## src/rtl/sram_arbiter.sv

```systemverilog
// sram_arbiter: timed access sequencer for the single 8-bit external SRAM port,
// shared between the ROM/initial loader (write only) and the core memory bus.
//
// Each access runs IDLE -> ADDR (1) -> ACCESS (WS) -> DONE (1) -> IDLE.
// Requests are rising edges; each requester keeps one latched request plus a
// pending flag. Core has priority, but after two consecutive core grants with
// the loader waiting, the loader gets the next slot.
//
// Ports:
//   clock, reset             system clock, synchronous active-high reset
//   iniW/iniA/iniD, iniAck   loader write request (edge) and completion pulse
//   memRd/memWr/memA/memD    core request (edge), write wins on a tie
//   memQ, memAck             read data register and completion pulse
//   overrun                  sticky: a pending request was overwritten
//   sramOe/sramWe            active-low strobes
//   sramA/sramDo/sramDe      address, write data, write-drive enable
//   sramDi                   read data from the pins
module sram_arbiter #(
    parameter int AW = 19,
    parameter int WS = 2
) (
    input  logic          clock,
    input  logic          reset,
    input  logic          iniW,
    input  logic [AW-1:0] iniA,
    input  logic [7:0]    iniD,
    output logic          iniAck,
    input  logic          memRd,
    input  logic          memWr,
    input  logic [AW-1:0] memA,
    input  logic [7:0]    memD,
    output logic [7:0]    memQ,
    output logic          memAck,
    output logic          overrun,
    output logic          sramOe,
    output logic          sramWe,
    output logic [20:0]   sramA,
    output logic [7:0]    sramDo,
    output logic          sramDe,
    input  logic [7:0]    sramDi
);

    typedef struct packed {
        logic          wr;
        logic [AW-1:0] addr;
        logic [7:0]    data;
    } req_t;

    typedef enum logic [1:0] {IDLE, ADDR, ACCESS, DONE} state_t;

    localparam logic [3:0] LAST = 4'(WS - 1);

    state_t     state, state_nxt;
    logic       ini_q, rd_q, wr_q;
    logic       ini_edge, mem_edge, mem_wr_edge;
    logic       ini_pend, mem_pend;
    logic       ini_renew, mem_renew;
    logic       core_req, ini_req, core_busy, ini_busy;
    logic       gnt_core, gnt_ini;
    req_t       ini_lat, mem_lat, ini_sel, mem_sel, gnt_req, act;
    logic       act_core;
    logic [1:0] fair;
    logic [3:0] cnt;
    logic [7:0] do_q;

    // Edge detectors; history regs reset to 1 so a level held across reset
    // is not mistaken for a new request.
    assign ini_edge    = iniW & ~ini_q;
    assign mem_wr_edge = memWr & ~wr_q;
    assign mem_edge    = mem_wr_edge | (memRd & ~rd_q);

    // Edge bypass: a same-cycle edge is granted with its live inputs.
    assign ini_sel = ini_edge ? req_t'{wr: 1'b1, addr: iniA, data: iniD} : ini_lat;
    assign mem_sel = mem_edge ? req_t'{wr: mem_wr_edge, addr: memA, data: memD} : mem_lat;

    assign core_req  = mem_pend | mem_edge;
    assign ini_req   = ini_pend | ini_edge;
    assign core_busy = (state != IDLE) && act_core;
    assign ini_busy  = (state != IDLE) && !act_core;

    assign sramA  = 21'(act.addr);
    assign sramDo = do_q;

    always_ff @(posedge clock) begin
        if (reset) state <= IDLE;
        else       state <= state_nxt;
    end

    always_comb begin
        state_nxt = state;
        gnt_core  = 1'b0;
        gnt_ini   = 1'b0;
        case (state)
            IDLE: begin
                if (core_req && !(ini_req && fair == 2'd2)) begin
                    gnt_core  = 1'b1;
                    state_nxt = ADDR;
                end else if (ini_req) begin
                    gnt_ini   = 1'b1;
                    state_nxt = ADDR;
                end
            end
            ADDR:    state_nxt = ACCESS;
            ACCESS:  if (cnt == LAST) state_nxt = DONE;
            DONE:    state_nxt = IDLE;
            default: state_nxt = IDLE;
        endcase
        gnt_req = gnt_core ? mem_sel : ini_sel;
    end

    always_ff @(posedge clock) begin
        if (reset) begin
            ini_q     <= 1'b1;
            rd_q      <= 1'b1;
            wr_q      <= 1'b1;
            ini_pend  <= 1'b0;
            mem_pend  <= 1'b0;
            ini_renew <= 1'b0;
            mem_renew <= 1'b0;
            ini_lat   <= '0;
            mem_lat   <= '0;
            act       <= '0;
            act_core  <= 1'b0;
            fair      <= 2'd0;
            cnt       <= 4'd0;
            do_q      <= 8'h00;
            overrun   <= 1'b0;
            sramOe    <= 1'b1;
            sramWe    <= 1'b1;
            sramDe    <= 1'b0;
            memQ      <= 8'h00;
            memAck    <= 1'b0;
            iniAck    <= 1'b0;
        end else begin
            ini_q <= iniW;
            rd_q  <= memRd;
            wr_q  <= memWr;

            if (state == ADDR)        cnt <= 4'd0;
            else if (state == ACCESS) cnt <= cnt + 4'd1;

            // The granted request is copied so a newer edge can refill the
            // latch without disturbing the access in flight.
            if (gnt_core || gnt_ini) begin
                act      <= gnt_req;
                act_core <= gnt_core;
                if (gnt_req.wr) do_q <= gnt_req.data;
            end

            if (gnt_ini)       fair <= 2'd0;
            else if (gnt_core) fair <= ini_req ? fair + 2'd1 : 2'd0;

            // Core request slot. An edge while that requester is in service is
            // a fresh request (renew) and must survive the DONE clear; an edge
            // on a pending request that is not yet in service overwrites it.
            if (gnt_core) mem_renew <= 1'b0;
            if (mem_edge) begin
                mem_lat  <= mem_sel;
                mem_pend <= 1'b1;
                if (core_busy)     mem_renew <= 1'b1;
                else if (mem_pend) overrun   <= 1'b1;
            end else if (state == DONE && act_core && !mem_renew) begin
                mem_pend <= 1'b0;
            end

            // Loader request slot, same rules.
            if (gnt_ini) ini_renew <= 1'b0;
            if (ini_edge) begin
                ini_lat  <= ini_sel;
                ini_pend <= 1'b1;
                if (ini_busy)      ini_renew <= 1'b1;
                else if (ini_pend) overrun   <= 1'b1;
            end else if (state == DONE && !act_core && !ini_renew) begin
                ini_pend <= 1'b0;
            end

            // Pin outputs are registered from the next state so strobes are
            // glitch-free. Write data drive spans ADDR..DONE for hold time.
            sramOe <= !(state_nxt == ACCESS && !act.wr);
            sramWe <= !(state_nxt == ACCESS && act.wr);
            if (state_nxt == ADDR)
                sramDe <= gnt_req.wr;
            else if (state_nxt == ACCESS || state_nxt == DONE)
                sramDe <= act.wr;
            else
                sramDe <= 1'b0;

            if (state == ACCESS && cnt == LAST && !act.wr) memQ <= sramDi;

            memAck <= (state_nxt == DONE) && act_core;
            iniAck <= (state_nxt == DONE) && !act_core;
        end
    end

endmodule

```

## config.mk

```make
export PLATFORM = sky130hd
export DESIGN_NAME = sram_arbiter
export DESIGN_NICKNAME = d
export VERILOG_FILES = /design/src/rtl/sram_arbiter.sv
export SDC_FILE = /design/constraint.sdc
export NUM_CORES = 1
export LEC_CHECK = 0
export ABC_AREA = 1
export CAP_MARGIN = 30
export CORE_ASPECT_RATIO = 1.4
export CORE_MARGIN = 5
export CORE_UTILIZATION = 40
export DETAILED_ROUTE_END_ITERATION = 16
export PLACE_DENSITY = 0.66
export SYNTH_ARGS = -nofsm -noshare
export SYNTH_HDL_FRONTEND = slang
export SYNTH_SLANG_ARGS = --single-unit
```

## constraint.sdc

```tcl
create_clock -name clock -period 3 [get_ports clock]
set_clock_uncertainty 0.2 [all_clocks]
set_input_delay 0.45 -clock clock [delete_from_list [all_inputs] [get_ports clock]]
set_output_delay 0.45 -clock clock [all_outputs]
set_load 0.1 [all_outputs]
```

Word-level counts from Yosys, hierarchy flattened
Cells that the tools add are included.
{"block": "totals", "regBits": 114, "in_bits": 67, "word_cells": 107}
{"block": "classes", "addsub": 2, "eq_ne": 8, "muxes": 31, "n_bitwise": 9, "reduce_logical": 30}
{"cell": "two-way mux 28 bit", "n": 3}
{"cell": "two-way mux 1 bit", "n": 23}
{"cell": "logical AND 1 bit", "n": 14}
{"cell": "== test 2 bit, second input constant", "n": 5}
{"cell": "two-way mux 2 bit", "n": 4}
{"cell": "case mux 2 bit (4 select lines)", "n": 1}
{"cell": "zero test 1 bit", "n": 7}
{"cell": "nonzero test 2 bit", "n": 3}
{"cell": "adder 4 x 1 -> 4 bit, second input constant", "n": 1}
{"cell": "== test 2 x 1 -> 1 bit, second input constant", "n": 2}
{"cell": "== test 4 x 1 -> 1 bit, second input constant", "n": 1}
{"cell": "OR reduction 2 bit", "n": 2}
{"cell": "bitwise AND 1 bit", "n": 3}
{"cell": "inverter 1 bit", "n": 3}
{"cell": "bitwise OR 1 bit", "n": 3}
{"cell": "adder 2 x 1 -> 2 bit, second input constant", "n": 1}
{"cell": "zero test 2 bit", "n": 1}
{"cell": "logical OR 1 bit", "n": 2}
{"cell": "AND reduction 2 bit", "n": 1}

Logic depth before layout (Yosys ltp)
{"block": "logic_depth", "ltp_word": 12, "ltp_mapped": 13}

Worst setup path after synthesis
Ideal clock, no wire load.
{"block": "synth_timing", "kind": "register to register", "startpoint": "register state[0]", "endpoint": "register do_q[0], in the netlist sramDo[0]", "arrival_time_ps": 1378, "t_required_ps": 2688, "path_slack_ps": 1310, "stages_incl_launch_ff": 11, "n_path_buf": 1, "period_less_slack_ps": 1690, "cell_sequence": "dfxtp_1 inv_1 ha_1 inv_2 nor2_2 inv_1 nand2_2 nand3_4 buf_6 nor2_2 nor2_2"}
{"block": "synth_via", "elab_chain_len": 4}
{"item": "from (decl)", "line": "53", "text": "state_t state, state_nxt;"}
{"item": "from (signal assigned)", "line": "86", "text": "else state <= state_nxt;"}
{"item": "zero test 2 bit (*)", "line": "93", "text": "case (state)"}
{"item": "two-way mux 1 bit", "line": "93"}
{"item": "two-way mux 28 bit or logical OR 1 bit (tied branches)", "line": "108, 144"}
{"item": "AND reduction 2 bit (no line)"}
{"item": "to (signal assigned)", "line": "147", "text": "if (gnt_req.wr) do_q <= gnt_req.data;"}
{"item": "to (decl)", "line": "64", "text": "logic [7:0] do_q;"}
Every way passes the cells marked *; elsewhere a longest branch is shown, timed or not.
A chain may end at the register's enable or synchronous reset.

Worst setup path in the final report
{"block": "layout_timing", "startpoint": "register state[0]", "endpoint": "register act (netlist bit sramA[4])"}
{"block": "layout_via", "elab_chain_len": 3}
{"item": "zero test 2 bit (*)", "line": "93"}
{"item": "two-way mux 1 bit", "line": "93"}
{"item": "two-way mux 28 bit or logical OR 1 bit (tied branches)", "line": "108, 144"}
{"item": "to (signal assigned)", "line": "145", "text": "act <= gnt_req;"}
{"item": "to (decl)", "line": "60", "text": "req_t ini_lat, mem_lat, ini_sel, mem_sel, gnt_req, act;"}
Marks and branches as above.

==> impl_metrics.ini <==
[floorplan]
row_count = 48
die_y_microns = 142.6
start_util = 0.4077
die_area_sq_mm = 0.01492
die_w_microns = 104.7
ios = 110
coreArea_sq_mm = 0.01231

[timing]
fin_crit_sh = 0.7355
clock.fmax_mhz = 453.2
finalSetupTns_ns = 0
drv_slew = 0
hold_viol = 0
min_period_ns = 2.206
fin_hold_ws_ns = 0.2435
tightestPinTransition_ns = 0.7483
setup_violations = 0
maxSlewHeadroom = 0.5012
rsz0062_at_grt = no

[route]
post_drt_wl_per_cell_microns = 13.41
dr.pass1.iters = 4
wirelength_mm = 12.38
drt_iter0_markers = 209
ant_nets = 0
viasPerCell = 4.729
drc = 0
vias = 4365

[finish]
drive_gt1_frac = 0.1565
fin_cells = 923
area_delta_synth_final_pct = 28.71
nNetsFinal = 836
antenna-diode-count = 0

[clock_tree]
clockRootBuffer = clkbuf_16
cts_made_buffers = 17
numClockSinks = 114
cts_hold_buf = 0
cts_resized = 0
cts_setup_buffers = 0
ctsLongestPathBuffers = 2
clk_pin_slew_ns = 0.05
cts_tree = done
htreeDepth = 4
worstSkewPairLatency_ns = 0.40

[placement]
dp_hpwl_mm = 8.618
gp_routability_congestion = 0.8262
port_buffers = 107
placedCellCount = 893

[critical_path]
crit_end = sramA[4]
r2r_slack_ns = 0.79
critPathRequiredTime_ns = 3.15
worstReg2RegEnd = sramA[4]
startpoint = state[0]
critPathKind = flip-flop to flip-flop
reg2reg_from = state[0]
cp-end-kind = flip-flop
r2r_cells = 9
cp_max_fo = 20
worstPathArrival_ns = 2.35
cp-start-kind = flip-flop

[global_routing]
grt_pass1_wl_mm = 20.93
antenna_found_initial = 0
grt_pass1_vias = 4515
grt.overflow.total = 0
grt_start_max_net_pins = 70
grt_usage = 0.1720

[yosys]
synth.yosys.seq_area_share = 0.4546
yosys_warnings = 0
netlist.area_leader.share = 0.4546
syn_inst = 678
ys_ff_latch = 114
synth_top_area_cell = dfxtp_1
synth_area_sq_mm = 0.005020
syn_avg_cell_area_sq_um = 7.404
yosysUniqueCellTypes = 33
yosys-top-cells-area = dfxtp_1, nand2_1, inv_1

[run_status]
status = finished, final reports clean

[power_and_ir_drop]
vdd_drop_max_uv = 396.6
power.leakage_nw = 3.026
power_density_mw_per_mm2 = 792.9

[min_path]
hold_path.class = flip-flop to flip-flop

[flow_run]
maxCapViolCount = 0
-- power breakdown --
part	switching, mW	internal, mW	total (mW)
registers	0.0851	1.68	1.76
clock network	0.644	1.21	1.85
logic	1.10	0.404	1.51
-- registers in the layout (all words and copies together), names as in the netlist, 2 cells and up --
name / count
sramA: 19
memQ: 8
sramDo: 8
cnt: 4
fair: 2
mem_lat: 28
state: 2
ini_lat: 28
-- per-stage QoR --
stage	util	total power, mW	area, sq um	setup slack, ns
final	0.5248	5.123	6461	0.7936
after global routing	0.5248	5.383	6461	0.6287
after CTS	0.5248	5.178	6461	0.7703
after detailed placement	0.4804	3.311	5914	0.4057
after global placement	0.4804	3.281	5914	0.4634
after floorplan	-	2.996	5024	1.310
-- synthesized netlist by cell type --
| cell type | instances |
|---|---|
| nand2_1 | 143 |
| dfxtp_1 | 114 |
| inv_1 | 104 |
| nor2_1 | 76 |
| o21a_1 | 34 |
| nand3_1 | 31 |
| a21oi_1 | 27 |
| buf_4 | 25 |
| o21ai_0 | 25 |
| or2_2 | 23 |
| buf_2 | 12 |
| clkbuf_1 | 11 |
| ha_1 | 7 |
| nand2_2 | 6 |
| o21ai_1 | 5 |
| nor3_1 | 4 |
| buf_6 | 3 |
| inv_2 | 3 |
| nand2_4 | 3 |
| nand3_4 | 3 |
| nand4_1 | 3 |
| nor2_2 | 3 |
| a31oi_1 | 2 |
| nor4_1 | 2 |
| a211oi_1 | 1 |
| a21oi_2 | 1 |
| clkinv_1 | 1 |
| conb_1 | 1 |
| inv_4 | 1 |
| nor3b_1 | 1 |
| o22ai_1 | 1 |
| o31ai_1 | 1 |
| or2_0 | 1 |
-- worst min-delay path by stage --
stage	start	endpoint	depth (start not counted)
floorplan	act[27]	sramWe	1
global placement	memQ[2]	memQ[2]	2
detailed placement	act[27]	sramWe	1
CTS	memQ[0]	memQ[0]	2
global route	act[27]	sramWe	1
finish	act[27]	sramWe	1
-- per-layer routing --
metal  vias up  part of all wire  GRT usage
li1       2220                 -          -
met1      2030              0.42     0.1963
met2       103              0.52     0.3065
met3        12             0.044    0.04812
met4         0             0.016    0.06195
met5         -                 0          0
-- cells by family after synthesis --
kind of cell,share of synthesized area
simple gates,0.2647
buf+inv,0.1463
flops,0.4546
compound gates,0.1162
fa+ha+maj,0.01745
other cells,0.0007470
-- critical path: stages (launching register included) --
cell and delay (ns):
dfxtp_1 0.39, inv_1 0.11, ha_1 0.30, nand3_4 0.19, nand2_2 0.09, inv_1 0.53, nand2_1 0.12, nand3_1 0.10
nand2_1 0.05, inv_1 0.06
-- cell usage in the layout, fill, tap and decap left out, types with 7 or more instances in the layout --
| cell | count |
|---|---|
| a21oi_1 | 27 |
| nand2_1 | 143 |
| o21ai_0 | 25 |
| clkbuf_16 | 17 |
| clkdlybuf4s50_1 | 65 |
| nor2_1 | 75 |
| nand3_1 | 31 |
| inv_1 | 104 |
| o21a_1 | 34 |
| dfxtp_1 | 114 |
| buf_4 | 49 |
| ha_1 | 7 |
| or2_2 | 23 |
-- final cells by class --
type,instances,area [sq um]
inverter,109,411.6
clock buffer,24,491.7
sequential,114,2282
multi-input combinational,405,2009
fill,1211,5851
timing repair buffer,115,1023
clock inverter,6,55.05
tap,150,187.7
Note: power is estimated with default switching activity, not from simulation.
